## config.mk

```make
export PLATFORM = sky130hd
export DESIGN_NAME = seq_div
export DESIGN_NICKNAME = d
export VERILOG_FILES = /design/src/rtl/seq_div.sv
export SDC_FILE = /design/constraint.sdc
export NUM_CORES = 1
export LEC_CHECK = 0
export CAP_MARGIN = 5
export CORE_MARGIN = 2
export CORE_UTILIZATION = 50
export CTS_BUF_LIST = sky130_fd_sc_hd__clkbuf_4 sky130_fd_sc_hd__clkbuf_8
export DETAILED_ROUTE_END_ITERATION = 8
export GPL_TIMING_DRIVEN = 0
export PLACE_DENSITY_LB_ADDON = 0.3
export RECOVER_POWER = 50
export SETUP_SLACK_MARGIN = 0.3
export SYNTH_ARGS = -nofsm -noshare
export SYNTH_HDL_FRONTEND = slang
export SYNTH_SLANG_ARGS = --single-unit
```

## constraint.sdc

```tcl
create_clock -name clock -period 5.19 [get_ports clock]
set_clock_uncertainty 0.05 [all_clocks]
set_input_delay 1.2975 -clock clock [delete_from_list [all_inputs] [get_ports clock]]
set_output_delay 1.2975 -clock clock [all_outputs]
set_load 0.02 [all_outputs]
```

## src/rtl/seq_div.sv

```systemverilog
// seq_div: 32-bit signed restoring divider, one quotient bit per clock, divide-by-zero flag.
module seq_div (
  input  logic        clock,
  input  logic        reset,
  input  logic [31:0] data_operandA,
  input  logic [31:0] data_operandB,
  input  logic        ctrl_DIV,
  output logic [31:0] data_result,
  output logic        data_exception,
  output logic        data_resultRDY,
  output logic        busy
);
  typedef enum logic [1:0] {IDLE, RUN, DONE} state_t;
  state_t state, nxt;
  logic [31:0] rem, quo, dvs, a_mag, b_mag;
  logic [32:0] sh, diff;
  logic [5:0] cnt;
  logic neg, dz, start, step;
  always_comb begin
    nxt = state;
    start = 1'b0;
    step = 1'b0;
    a_mag = data_operandA[31] ? -data_operandA : data_operandA;
    b_mag = data_operandB[31] ? -data_operandB : data_operandB;
    sh = {rem, quo[31]};
    diff = sh - {1'b0, dvs};
    if (state == RUN) begin
      nxt = (cnt == 6'd32) ? DONE : RUN;
      step = cnt != 6'd32;
    end else begin
      nxt = ctrl_DIV ? RUN : IDLE;
      start = ctrl_DIV;
    end
  end
  assign busy = state == RUN;
  // quo starts as |A| and is shifted out as quotient bits shift in
  always_ff @(posedge clock or posedge reset) begin
    if (reset) begin
      state <= IDLE;
      rem <= '0;
      quo <= '0;
      dvs <= '0;
      neg <= 1'b0;
      dz <= 1'b0;
      cnt <= '0;
      data_result <= '0;
      data_exception <= 1'b0;
      data_resultRDY <= 1'b0;
    end else begin
      state <= nxt;
      data_resultRDY <= nxt == DONE;
      if (start) begin
        rem <= '0;
        quo <= a_mag;
        dvs <= b_mag;
        neg <= data_operandA[31] ^ data_operandB[31];
        dz <= data_operandB == '0;
        cnt <= '0;
      end else if (step) begin
        rem <= diff[32] ? sh[31:0] : diff[31:0];
        quo <= {quo[30:0], ~diff[32]};
        cnt <= cnt + 6'd1;
      end
      if (nxt == DONE) begin
        data_result <= dz ? '0 : neg ? -quo : quo;
        data_exception <= dz;
      end
    end
  end
endmodule

```

==> results of run 1 <==
[worst max-delay path, cell delays in order, from the launching register on]
cell	delay, ns
sky130_fd_sc_hd__dfrtp_1	0.41
sky130_fd_sc_hd__inv_1	0.14
sky130_fd_sc_hd__ha_1	0.21
sky130_fd_sc_hd__inv_1	0.06
sky130_fd_sc_hd__fa_1	0.43
sky130_fd_sc_hd__a211oi_1	0.33
sky130_fd_sc_hd__o21a_1	0.28
sky130_fd_sc_hd__a2111o_1	0.21
sky130_fd_sc_hd__nand3_1	0.17
sky130_fd_sc_hd__a41oi_1	0.39
sky130_fd_sc_hd__a21oi_2	0.15
sky130_fd_sc_hd__xnor2_4	0.31
sky130_fd_sc_hd__clkbuf_1	0.53
sky130_fd_sc_hd__nand3_1	0.16
sky130_fd_sc_hd__o311ai_0	0.14
[how the worst min path moves through the flow]
stage	from	slack [ns]	depth (start not counted)	end
floorplan	cnt[5]	0.40	1	cnt[5]
global placement	dvs[10]	0.41	2	dvs[10]
detailed placement	data_result[9]	0.42	2	data_result[9]
CTS	cnt[5]	0.44	1	cnt[5]
global route	cnt[5]	0.45	1	cnt[5]
finish	data_result[21]	0.43	2	data_result[21]
[cell type report]
class                      instances  share of cell area, %
buffer                            54                   1.89
clock buffer                      17                   2.14
clock inverter                    15                   2.03
inverter                          57                   1.97
multi-input combinational        802                   47.8
sequential                       140                   32.0
tap                              229                   2.62
timing repair buffer             103                   9.55
[cell families (layout without fill, tap and decap cells)]
group	Yosys count	after routing	synth area share (%)
AO/OA/AOI/OAI	339	339	23.9
XOR/XNOR	116	116	11.3
adder cells (fa/ha/maj)	38	38	5.27
buffers and inverters	111	246	4.60
flip-flops	140	140	38.2
multiplexers	15	15	1.64
AND/OR/NAND/NOR	294	294	15.2
[placed cells by master, fill, tap and decap left out, types with 14 or more instances in the layout]
cell / n
sky130_fd_sc_hd__inv_1: 56
sky130_fd_sc_hd__clkbuf_1: 51
sky130_fd_sc_hd__a22oi_1: 29
sky130_fd_sc_hd__nand2_1: 150
sky130_fd_sc_hd__clkbuf_8: 17
sky130_fd_sc_hd__xor2_1: 91
sky130_fd_sc_hd__o41ai_1: 14
sky130_fd_sc_hd__ha_1: 37
sky130_fd_sc_hd__nor2_1: 34
sky130_fd_sc_hd__xnor2_1: 24
sky130_fd_sc_hd__a21oi_1: 31
sky130_fd_sc_hd__o31ai_1: 32
sky130_fd_sc_hd__mux2i_1: 15
sky130_fd_sc_hd__nand3_1: 35
sky130_fd_sc_hd__o21ai_0: 147
sky130_fd_sc_hd__dfrtp_1: 140
sky130_fd_sc_hd__clkdlybuf4s50_1: 98
[state kept, by name, indices dropped and copies added (netlist names)]
name	flops
data_exception	1
dvs	32
data_resultRDY	1
state	2
data_result	32
neg	1
rem	32
cnt	6
dz	1
quo	32
[routing by layer]
layer	GRT usage [%]	part of all wire, %	wire length, um
met3	3.82	6.2	1470
met5	0	0	0
met4	7.28	1.7	407
met2	42.3	48	11400
met1	33.4	44	10500
[per-stage QoR]
| stage | cell area (um2) | setup WS [ns] | util, % | power, mW | cells |
|---|---|---|---|---|---|
| floorplan | 9170 | 1.43 | - | 5.68 | 1053 |
| global placement | 10500 | 0.756 | 58.2 | 6.88 | 1382 |
| detailed placement | 10500 | 0.690 | 58.6 | 7.02 | 1385 |
| CTS | 11000 | 1.14 | 61.1 | 8.06 | 1417 |
| global route | 10900 | 0.873 | 60.9 | 8.78 | 1417 |
| finish | 10900 | 1.10 | 60.9 | 8.08 | 1417 |
[power groups by stage]
stage	Combinational (mW)	Sequential (mW)	Clock [mW]
floorplan	3.57	2.12	0
global placement	4.78	2.11	0
detailed placement	4.90	2.12	0
CTS	4.93	2.11	1.03
global route	5.53	2.18	1.07
finish	4.94	2.11	1.03
==> PnR_summary.wiki, run 1 <==
{| class="wikitable"
! Metric !! Value
|-
| Status || finished, violations left
|-
| Violated checks || capacitance limit, slew limit
|-
| Via count normalized by instance count || approximately 5.8
|-
| Static leakage || ~4.6 nW
|-
| Total area of sequential cells || 3500 um2
|-
| Die boundary height || 139 um
|-
| Max-capacitance violation count || 1
|-
| Cell types with the largest area share after synthesis || sky130_fd_sc_hd__dfrtp_1, sky130_fd_sc_hd__xor2_1, sky130_fd_sc_hd__o21ai_0
|-
| Net Count, Synth || 1158
|-
| Syn Inst Count || 1053
|-
| Worst setup path endpoint || rem[6]
|-
| Wirelength per Cell || between 15 and 20 um
|-
| Number of endpoints failing setup at the final stage || 0
|-
| Internal power || around 4.3 mW
|-
| Antenna violations before repair || 0
|-
| Switching Power || ~3.8 mW
|-
| CTS tree || built
|-
| DR vias || between 8k and 9k
|-
| Depth of the most critical reg-to-reg path || 14
|-
| H-tree level count || 4
|-
| Unrepaired setup endpoints after global routing || false
|-
| Number of synthesized register bits || 140
|-
| Part of the total power dissipated in sequential elements || 26.1%
|-
| Most numerous cell types in the synthesized netlist || sky130_fd_sc_hd__nand2_1, sky130_fd_sc_hd__o21ai_0, sky130_fd_sc_hd__dfrtp_1, sky130_fd_sc_hd__xor2_1, sky130_fd_sc_hd__inv_1
|-
| Post-synthesis async set-or-reset flop share || 100%
|-
| Clock tree root driver cell || sky130_fd_sc_hd__clkbuf_8
|-
| Clock period minus worst slack || a little over 4 ns
|-
| Worst hold margin || between 0.4 and 0.5 ns
|-
| Unique cell type count in the Yosys netlist || 67
|-
| Clock transition at the register clock pins on the worst setup and hold paths after CTS || around 0.080 ns
|-
| Routed Wire Length || ~24 mm
|-
| Die Outline Area || between 15000 and 20000 um2
|-
| Classification of the worst-slack hold path || reg2reg
|-
| Share of final-layout standard cells stronger than drive strength 1 || approximately 4.5%
|-
| Slew @ Worst Pin || 1.62 ns
|-
| Combinational Power Share || 61.2%
|-
| Crit Reg-Reg Startpoint || quo[31]
|-
| Maximum number of pins on one net before global-route repair || 43
|-
| Global-route total usage across every layer || about a quarter
|-
| Crit. End Element || flip-flop
|-
| Synth-to-Final Area Change || 19.3%
|-
| Placed wire-length estimate after detailed placement || 18.2 mm
|-
| Maximum achievable frequency || 244 MHz
|-
| Primary FF master, synth || sky130_fd_sc_hd__dfrtp_1
|-
| Post-synth top area share || between 30% and 40%
|-
| CP max FO || 10
|-
| Critical path launch point type || flip-flop
|-
| Mean instance size in the synthesized netlist || 8.71 um2
|-
| Number of nets still failing antenna checks after routing || 0
|-
| Clock latency at the later pin of the worst-skew pair || between 0.4 and 0.5 ns
|-
| Number of CTS-inserted buffers || 17
|-
| Power per Cell Area || 739 nW/um2
|-
| Count of pins on the block boundary || 102
|-
| Number of clock sinks || 140
|-
| DR iter-0 viols || a little under 600
|-
| Post-CTS Hold Fix Bufs || 0
|-
| Final hold violation count || 0
|-
| Sequential area share after synthesis || a little under two fifths
|-
| Setup TNS || 0 ns
|-
| Crit share post-route || between 70% and 80%
|-
| Effective utilization at floorplan || 51.0%
|-
| Area inside the core boundary || ~18000 um2
|-
| Yosys warning count || 0
|-
| Switching power share of the total || a little under half
|-
| Worst setup path startpoint || quo[31]
|-
| Number of enable flip-flop cells after synthesis || 0
|-
| Clock network fraction of total power || between 10% and 20%
|-
| Critical R2R Capture || rem[6]
|-
| Number of cell rows || between 40 and 50
|-
| Dominant cell by count in the synthesized netlist || sky130_fd_sc_hd__nand2_1
|-
| Peak VDD IR || 0.306 mV
|-
| Number of nets in the layout || around 1.3k
|-
| Chip Width || between 100 and 150 um
|-
| Via count of the first global-routing pass || a little under 8k
|-
| Total standard cell area after synthesis || slightly above 9000 um2
|-
| Maximum buffer depth of the clock tree || 2
|-
| Filler cell count in the final layout || 1589
|-
| Total gr overflow || 0
|-
| Final Wtd Congestion || a little over 0.9
|-
| Number of remaining DRC errors || 0
|-
| Library cell with the largest summed area after synthesis || sky130_fd_sc_hd__dfrtp_1
|-
| Worst setup slack for register-to-register paths || approximately 1.1 ns
|-
| Total count of max-transition violations in the final report || 31
|-
| Antenna diode count || 0
|-
| Footprint of the multi-input gates || ~5200 um2
|-
| Number of port buffers || 100
|-
| Gates resized, CTS repair || 0
|-
| Critical path data arrival time || approximately 4.4 ns
|-
| Post CTS Setup Buffer Count || 0
|-
| Crit path kind || reg2reg
|-
| First-pass DRT Iterations || 5
|-
| Data required, critical path || between 5 and 6 ns
|-
| Relative slew slack || -7.84%
|-
| Wire length of the first global-routing pass || about 39 mm
|}
(Power assumes the default switching activity.)
==> inputs of run 2 (changes only) <==
==> constraint.sdc (replaced) <==
create_clock -name clock -period 3.45 [get_ports clock]
set_clock_uncertainty 0.05 [all_clocks]
set_input_delay 0.8625 -clock clock [delete_from_list [all_inputs] [get_ports clock]]
set_output_delay 0.8625 -clock clock [all_outputs]
set_load 0.02 [all_outputs]
==> PnR_summary.wiki, run 2 (synthesized netlist as in run 1, its figures left out) <==
{| class="wikitable"
! Metric !! Value
|-
| Depth of the most critical reg-to-reg path || 15 (+1)
|-
| Crit Reg-Reg Startpoint || quo[31]
|-
| Synth-to-Final Area Change || 25.0%
|-
| Number of remaining DRC errors || 0 (unchanged)
|-
| Max-capacitance violation count || 0 (-1)
|-
| Total gr overflow || 0 (unchanged)
|-
| Via count of the first global-routing pass || 8217 (+4.8%)
|-
| Dpl cells || 1385 (unchanged)
|-
| Post-layout util || 63.8% (+2.9 points)
|-
| Clock tree root driver cell || sky130_fd_sc_hd__clkbuf_8
|-
| Number of endpoints failing setup at the final stage || 0 (unchanged)
|-
| Area inside the core boundary || 18000 um2 (unchanged)
|-
| Antenna violations before repair || 0 (unchanged)
|-
| Classification of the worst-slack hold path || reg2reg
|-
| Clock transition at the register clock pins on the worst setup and hold paths after CTS || 0.08 ns (about the same)
|-
| Wirelength per Cell || 17.1 um (+1.7%)
|-
| Most common library cell in the layout ignoring fill and taps || sky130_fd_sc_hd__nand2_1
|-
| Via count normalized by instance count || 5.90 (+2.0%)
|-
| Placed wire-length estimate after detailed placement || 18.3 mm (+0.47%)
|-
| Number of nets in the layout || 1310 (+2.3%)
|-
| Slew @ Worst Pin || 1.28 ns (-0.340 ns)
|-
| Critical R2R Capture || rem[25]
|-
| Most frequent cells in the layout || sky130_fd_sc_hd__nand2_1, sky130_fd_sc_hd__o21ai_0, sky130_fd_sc_hd__dfrtp_1
|-
| First-pass DRT Iterations || 6 (+1)
|-
| DR iter-0 viols || 594 (+2.4%)
|-
| Worst setup path startpoint || quo[31]
|-
| CP max FO || 7 (-3)
|-
| Filler cell count in the final layout || 1518 (-4.5%)
|-
| Wire length of the first global-routing pass || 40.7 mm (+3.2%)
|-
| Cell Area, Placed || 10500 um2 (about the same)
|-
| DR vias || 8537 (+4.1%)
|-
| Chip Width || 139 um (unchanged)
|-
| Worst setup path endpoint || rem[25]
|-
| Relative slew slack || 14.4% (+22 points)
|-
| Die boundary height || 139 um (unchanged)
|-
| Clock latency at the later pin of the worst-skew pair || 0.46 ns (about the same)
|-
| Antenna diode count || 0 (unchanged)
|-
| Global-route total usage across every layer || 25.7% (+0.70 points)
|-
| Total count of max-transition violations in the final report || 0 (-100%)
|-
| Maximum buffer depth of the clock tree || 2 (unchanged)
|-
| Worst hold path stage count || 2 (unchanged)
|-
| Finished layout cell area || 11500 um2 (+4.8%)
|-
| Effective utilization at floorplan || 51.0% (unchanged)
|-
| Crit. End Element || flip-flop
|-
| Final hold violation count || 0 (unchanged)
|-
| Maximum number of pins on one net before global-route repair || 43 (unchanged)
|-
| Power per Cell Area || 1160 nW/um2 (+57%)
|-
| Final Wtd Congestion || 0.943 (+3.4%)
|-
| Share of final-layout standard cells stronger than drive strength 1 || 9.93% (+5.5 points)
|-
| Number of nets still failing antenna checks after routing || 0 (unchanged)
|-
| Number of CTS-inserted buffers || 17 (unchanged)
|-
| Die Outline Area || 19400 um2 (unchanged)
|-
| Worst hold margin || 0.430 ns (+0.00000500 ns)
|-
| Count of pins on the block boundary || 102 (unchanged)
|-
| Filler-free cell count of the finished design || 1447 (+2.1%)
|-
| CTS tree || built
|-
| Number of port buffers || 100 (unchanged)
|-
| Data required, critical path || 3.75 ns (-1.73 ns)
|-
| Slack of the critical path || 0.212 ns (-0.884 ns)
|-
| Maximum achievable frequency || 309 MHz (+26%)
|-
| Critical path launch point type || flip-flop
|-
| Critical path data arrival time || 3.54 ns (-0.84 ns)
|-
| Number of clock sinks || 140 (unchanged)
|-
| Worst slack at placement || -0.593 ns (-1.28 ns)
|-
| Clock period minus worst slack || 3.24 ns (-0.856 ns)
|-
| Crit share post-route || 93.9% (+15 points)
|-
| Crit path kind || reg2reg
|-
| Status || finished clean
|-
| Worst setup slack for register-to-register paths || 0.21 ns (-0.88 ns)
|-
| Routed Wire Length || 24.7 mm (+3.8%)
|-
| Unrepaired setup endpoints after global routing || true
|-
| Static leakage || 4.86 nW (+5.0%)
|-
| Number of cell rows || 49 (unchanged)
|-
| H-tree level count || 4 (unchanged)
|-
| Peak VDD IR || 0.671 mV (+120%)
|}
run 2: repair_timing:
item / CTS / global route
hold buffers: 0 / 0
gates resized for setup: 39 / 36
cloned: 1 / 0
setup endpoints to repair: 54 / 42
buffers inserted: 18 / 11
pin swaps: 12 / 16
run 2: worst min path at each step:
stage	from	to	slack (ns)
global route	cnt[5]	cnt[5]	0.46
floorplan	cnt[5]	cnt[5]	0.40
detailed placement	data_result[14]	data_result[14]	0.42
CTS	data_result[14]	data_result[14]	0.44
global placement	dvs[10]	dvs[10]	0.41
finish	data_result[30]	data_result[30]	0.43
run 2: stage by stage:
step / power [mW] / setup TNS [ns]
after floorplan: 8.55 / 0
after global placement: 10.3 / -78.86
after detailed placement: 10.6 / -19.42
after CTS: 12.8 / 0
after global routing: 14.4 / 0
final: 13.3 / 0
run 2: power breakdown:
part | internal, mW | switching [mW] | total [mW]
logic | 3.88 | 4.71 | 8.59
clock network | 0.844 | 0.665 | 1.51
registers | 2.47 | 0.729 | 3.20
total | 7.19 | 6.11 | 13.3
run 2: cell type report:
| cell class | instances | area (um2) | area share, % |
|---|---|---|---|
| sequential | 140 | 3500 | 30.6 |
| clock inverter | 8 | 129 | 1.12 |
| tap | 229 | 287 | 2.50 |
| timing repair buffer | 133 | 1270 | 11.1 |
| buffer | 54 | 241 | 2.11 |
| inverter | 57 | 215 | 1.88 |
| multi-input combinational | 802 | 5490 | 47.9 |
| clock buffer | 24 | 324 | 2.83 |
run 2: per-layer routing:
layer	part of all wire (%)	wire length, um	global-route usage [%]	vias to the layer above
li1	-	-	-	4101
met1	44	10800	34.0	4041
met2	48	11800	43.1	339
met3	6.2	1540	3.99	56
met4	2.2	535	8.88	0
met5	0	0	0	-
run 2: critical path, cell delays in order (launching register included):
cell and delay (ns):
sky130_fd_sc_hd__dfrtp_1 0.40, sky130_fd_sc_hd__inv_2 0.08, sky130_fd_sc_hd__ha_4 0.14, sky130_fd_sc_hd__inv_2 0.04
sky130_fd_sc_hd__fa_2 0.35, sky130_fd_sc_hd__a211oi_2 0.22, sky130_fd_sc_hd__o21a_1 0.22, sky130_fd_sc_hd__a2111o_1 0.23
sky130_fd_sc_hd__nand3_4 0.11, sky130_fd_sc_hd__a41oi_4 0.28, sky130_fd_sc_hd__a21oi_4 0.10, sky130_fd_sc_hd__xnor2_4 0.18
sky130_fd_sc_hd__buf_4 0.17, sky130_fd_sc_hd__buf_4 0.13, sky130_fd_sc_hd__a32o_1 0.25, sky130_fd_sc_hd__a21o_1 0.15
==> inputs of run 3 (changes only) <==
--- a/config.mk
+++ b/config.mk
@@ -6,14 +6,15 @@
 export NUM_CORES = 1
 export LEC_CHECK = 0
 export CAP_MARGIN = 5
-export CORE_MARGIN = 2
 export CORE_UTILIZATION = 50
 export CTS_BUF_LIST = sky130_fd_sc_hd__clkbuf_4 sky130_fd_sc_hd__clkbuf_8
 export DETAILED_ROUTE_END_ITERATION = 8
 export GPL_TIMING_DRIVEN = 0
 export PLACE_DENSITY_LB_ADDON = 0.3
 export RECOVER_POWER = 50
+export REMOVE_ABC_BUFFERS = 1
 export SETUP_SLACK_MARGIN = 0.3
+export SLEW_MARGIN = 20
 export SYNTH_ARGS = -nofsm -noshare
 export SYNTH_HDL_FRONTEND = slang
 export SYNTH_SLANG_ARGS = --single-unit
==> PnR_summary.wiki, run 3 (synthesized netlist as in run 1, its figures left out) <==
{| class="wikitable"
! Metric !! Value
|-
| Max-capacitance violation count || 1 (+1)
|-
| Worst setup path startpoint || quo[31]
|-
| Number of endpoints failing setup at the final stage || 0 (unchanged)
|-
| Area inside the core boundary || 18000 um2 (unchanged)
|-
| Post-CTS Hold Fix Bufs || 0 (unchanged)
|-
| Crit share post-route || 93.3% (-0.61 points)
|-
| Maximum buffer depth of the clock tree || 2 (unchanged)
|-
| Chip Width || 137 um (-1.4%)
|-
| Slack of the critical path || 0.233 ns (+0.0209 ns)
|-
| Share of final-layout standard cells stronger than drive strength 1 || 12.1% (+2.1 points)
|-
| Cell Area, Placed || 10500 um2 (-0.25%)
|-
| Clock latency at the later pin of the worst-skew pair || 0.48 ns (+0.02 ns)
|-
| Relative slew slack || -12.7% (-27 points)
|-
| Crit Reg-Reg Startpoint || quo[31]
|-
| CP max FO || 6 (-1)
|-
| Worst hold margin || 0.434 ns (+0.00356 ns)
|-
| Total gr overflow || 0 (unchanged)
|-
| Number of remaining DRC errors || 0 (unchanged)
|-
| Wirelength per Cell || 16.8 um (-1.8%)
|-
| Most common library cell in the layout ignoring fill and taps || sky130_fd_sc_hd__nand2_1
|-
| Maximum number of pins on one net before global-route repair || 104 (+140%)
|-
| Synth-to-Final Area Change || 25.8%
|-
| Placed wire-length estimate after detailed placement || 15.6 mm (-14%)
|-
| H-tree level count || 4 (unchanged)
|-
| Hold_sp || dvs[13]
|-
| Crit path kind || reg2reg
|-
| Classification of the worst-slack hold path || reg2reg
|-
| Die Outline Area || 18900 um2 (-2.8%)
|-
| Maximum achievable frequency || 311 MHz (+0.65%)
|-
| Violated checks || capacitance limit, slew limit
|-
| Slew @ Worst Pin || 1.68 ns (+0.404 ns)
|-
| DR iter-0 viols || 497 (-16%)
|-
| Wire length of the first global-routing pass || 37.8 mm (-7.1%)
|-
| Status || finished, violations left
|-
| Routed Wire Length || 23.4 mm (-5.0%)
|-
| Number of CTS-inserted buffers || 17 (unchanged)
|-
| Clock period minus worst slack || 3.22 ns (-0.0209 ns)
|-
| Effective utilization at floorplan || 51.0% (unchanged)
|-
| Filler cell count in the final layout || 1505 (-0.86%)
|-
| Final hold violation count || 0 (unchanged)
|-
| Peak VDD IR || 0.678 mV (+1.1%)
|-
| Number of clock sinks || 140 (unchanged)
|-
| Via count of the first global-routing pass || 7551 (-8.1%)
|-
| Clock transition at the register clock pins on the worst setup and hold paths after CTS || 0.09 ns (about the same)
|-
| Antenna diode count || 0 (unchanged)
|-
| Total count of max-transition violations in the final report || 39 (+39)
|-
| Via count normalized by instance count || 5.86 (-0.71%)
|-
| First-pass DRT Iterations || 5 (-1)
|-
| Number of nets in the layout || 1262 (-3.7%)
|-
| Worst slack at placement || -0.745 ns (-0.152 ns)
|-
| Final Wtd Congestion || 0.880 (-6.7%)
|-
| Number of cell rows || 49 (unchanged)
|-
| Data required, critical path || 3.73 ns (-0.02 ns)
|-
| Count of pins on the block boundary || 102 (unchanged)
|-
| Unrepaired setup endpoints after global routing || true
|-
| Critical path data arrival time || 3.50 ns (-0.04 ns)
|-
| CTS tree || built
|-
| Setup TNS || 0 ns (unchanged)
|-
| Finished layout cell area || 11500 um2 (+0.67%)
|-
| Most frequent cells in the layout || sky130_fd_sc_hd__nand2_1, sky130_fd_sc_hd__dfrtp_1, sky130_fd_sc_hd__o21ai_0
|-
| Static leakage || 4.86 nW (about the same)
|-
| Crit. End Element || flip-flop
|-
| Number of port buffers || 101 (+1.0%)
|-
| Clock tree root driver cell || sky130_fd_sc_hd__clkbuf_8
|-
| Power per Cell Area || 1240 nW/um2 (+6.8%)
|-
| Global-route total usage across every layer || 25.6% (-0.043 points)
|-
| Critical path launch point type || flip-flop
|-
| DR vias || 8195 (-4.0%)
|-
| Antenna violations before repair || 0 (unchanged)
|-
| Die boundary height || 137 um (-1.4%)
|-
| Number of nets still failing antenna checks after routing || 0 (unchanged)
|}
## run 3: metrics by stage
stage	std cells	total power, mW	util, %
global route	1399	15.4	64.2
global placement	1329	10.0	57.1
CTS	1391	13.3	62.9
floorplan	999	8.41	-
finish	1399	14.3	64.2
detailed placement	1337	10.6	58.5
## run 3: per-layer routing
metal / wire (um) / part of all wire, % / vias up / track usage (%)
li1: - / - / 4010 / -
met1: 10500 / 45 / 3945 / 34.2
met2: 11400 / 48 / 204 / 41.4
met3: 1100 / 4.7 / 36 / 5.52
met4: 427 / 1.8 / 0 / 7.88
met5: 0 / 0 / - / 0
## run 3: where the power goes
group	internal [mW]	switching, mW	total (mW)
Clock	0.594	0.751	1.34
Sequential	2.48	0.792	3.27
Combinational	4.75	4.95	9.69
Total	7.82	6.49	14.3
## run 3: worst paths after layout
| path | depth (start not counted) | endpoint | slack, ns |
|---|---|---|---|
| worst max-delay path | 16 | rem[29] | 0.23 |
| worst min-delay path | 2 | dvs[13] | 0.43 |
| worst max register to register | 16 | rem[29] | 0.23 |
| worst min register to register | 2 | dvs[13] | 0.43 |
| max in group asynchronous | 3 | quo[8] | 0.55 |
| min in group asynchronous | 2 | rem[30] | 1.20 |
## run 3: critical path: stages (launching register included)
cell	delay [ns]
sky130_fd_sc_hd__dfrtp_1	0.39
sky130_fd_sc_hd__inv_2	0.11
sky130_fd_sc_hd__ha_4	0.15
sky130_fd_sc_hd__inv_2	0.04
sky130_fd_sc_hd__fa_2	0.36
sky130_fd_sc_hd__a211oi_2	0.22
sky130_fd_sc_hd__o21a_1	0.19
sky130_fd_sc_hd__a2111o_1	0.20
sky130_fd_sc_hd__nand3_2	0.14
sky130_fd_sc_hd__a41oi_2	0.23
sky130_fd_sc_hd__a21oi_2	0.13
sky130_fd_sc_hd__xnor2_4	0.17
sky130_fd_sc_hd__buf_12	0.16
sky130_fd_sc_hd__buf_12	0.15
sky130_fd_sc_hd__buf_6	0.11
sky130_fd_sc_hd__a32oi_1	0.17
sky130_fd_sc_hd__o31ai_1	0.09
## run 3: timing repair
item	in CTS	in global routing
gates resized for setup	62	56
gates cloned	3	0
pin swaps	18	18
setup buffers	19	8
hold endpoints to repair	0	0
endpoints found under the setup margin	55	44
## run 3: cell type report
class	count	area [um2]	area share (%)
Timing Repair Buffer	139	1510	13.1
Multi-Input combinational cell	802	5630	48.8
Tap cell	229	287	2.48
Inverter	57	215	1.87
Clock buffer	17	234	2.03
Sequential cell	140	3510	30.4
Clock inverter	15	155	1.34
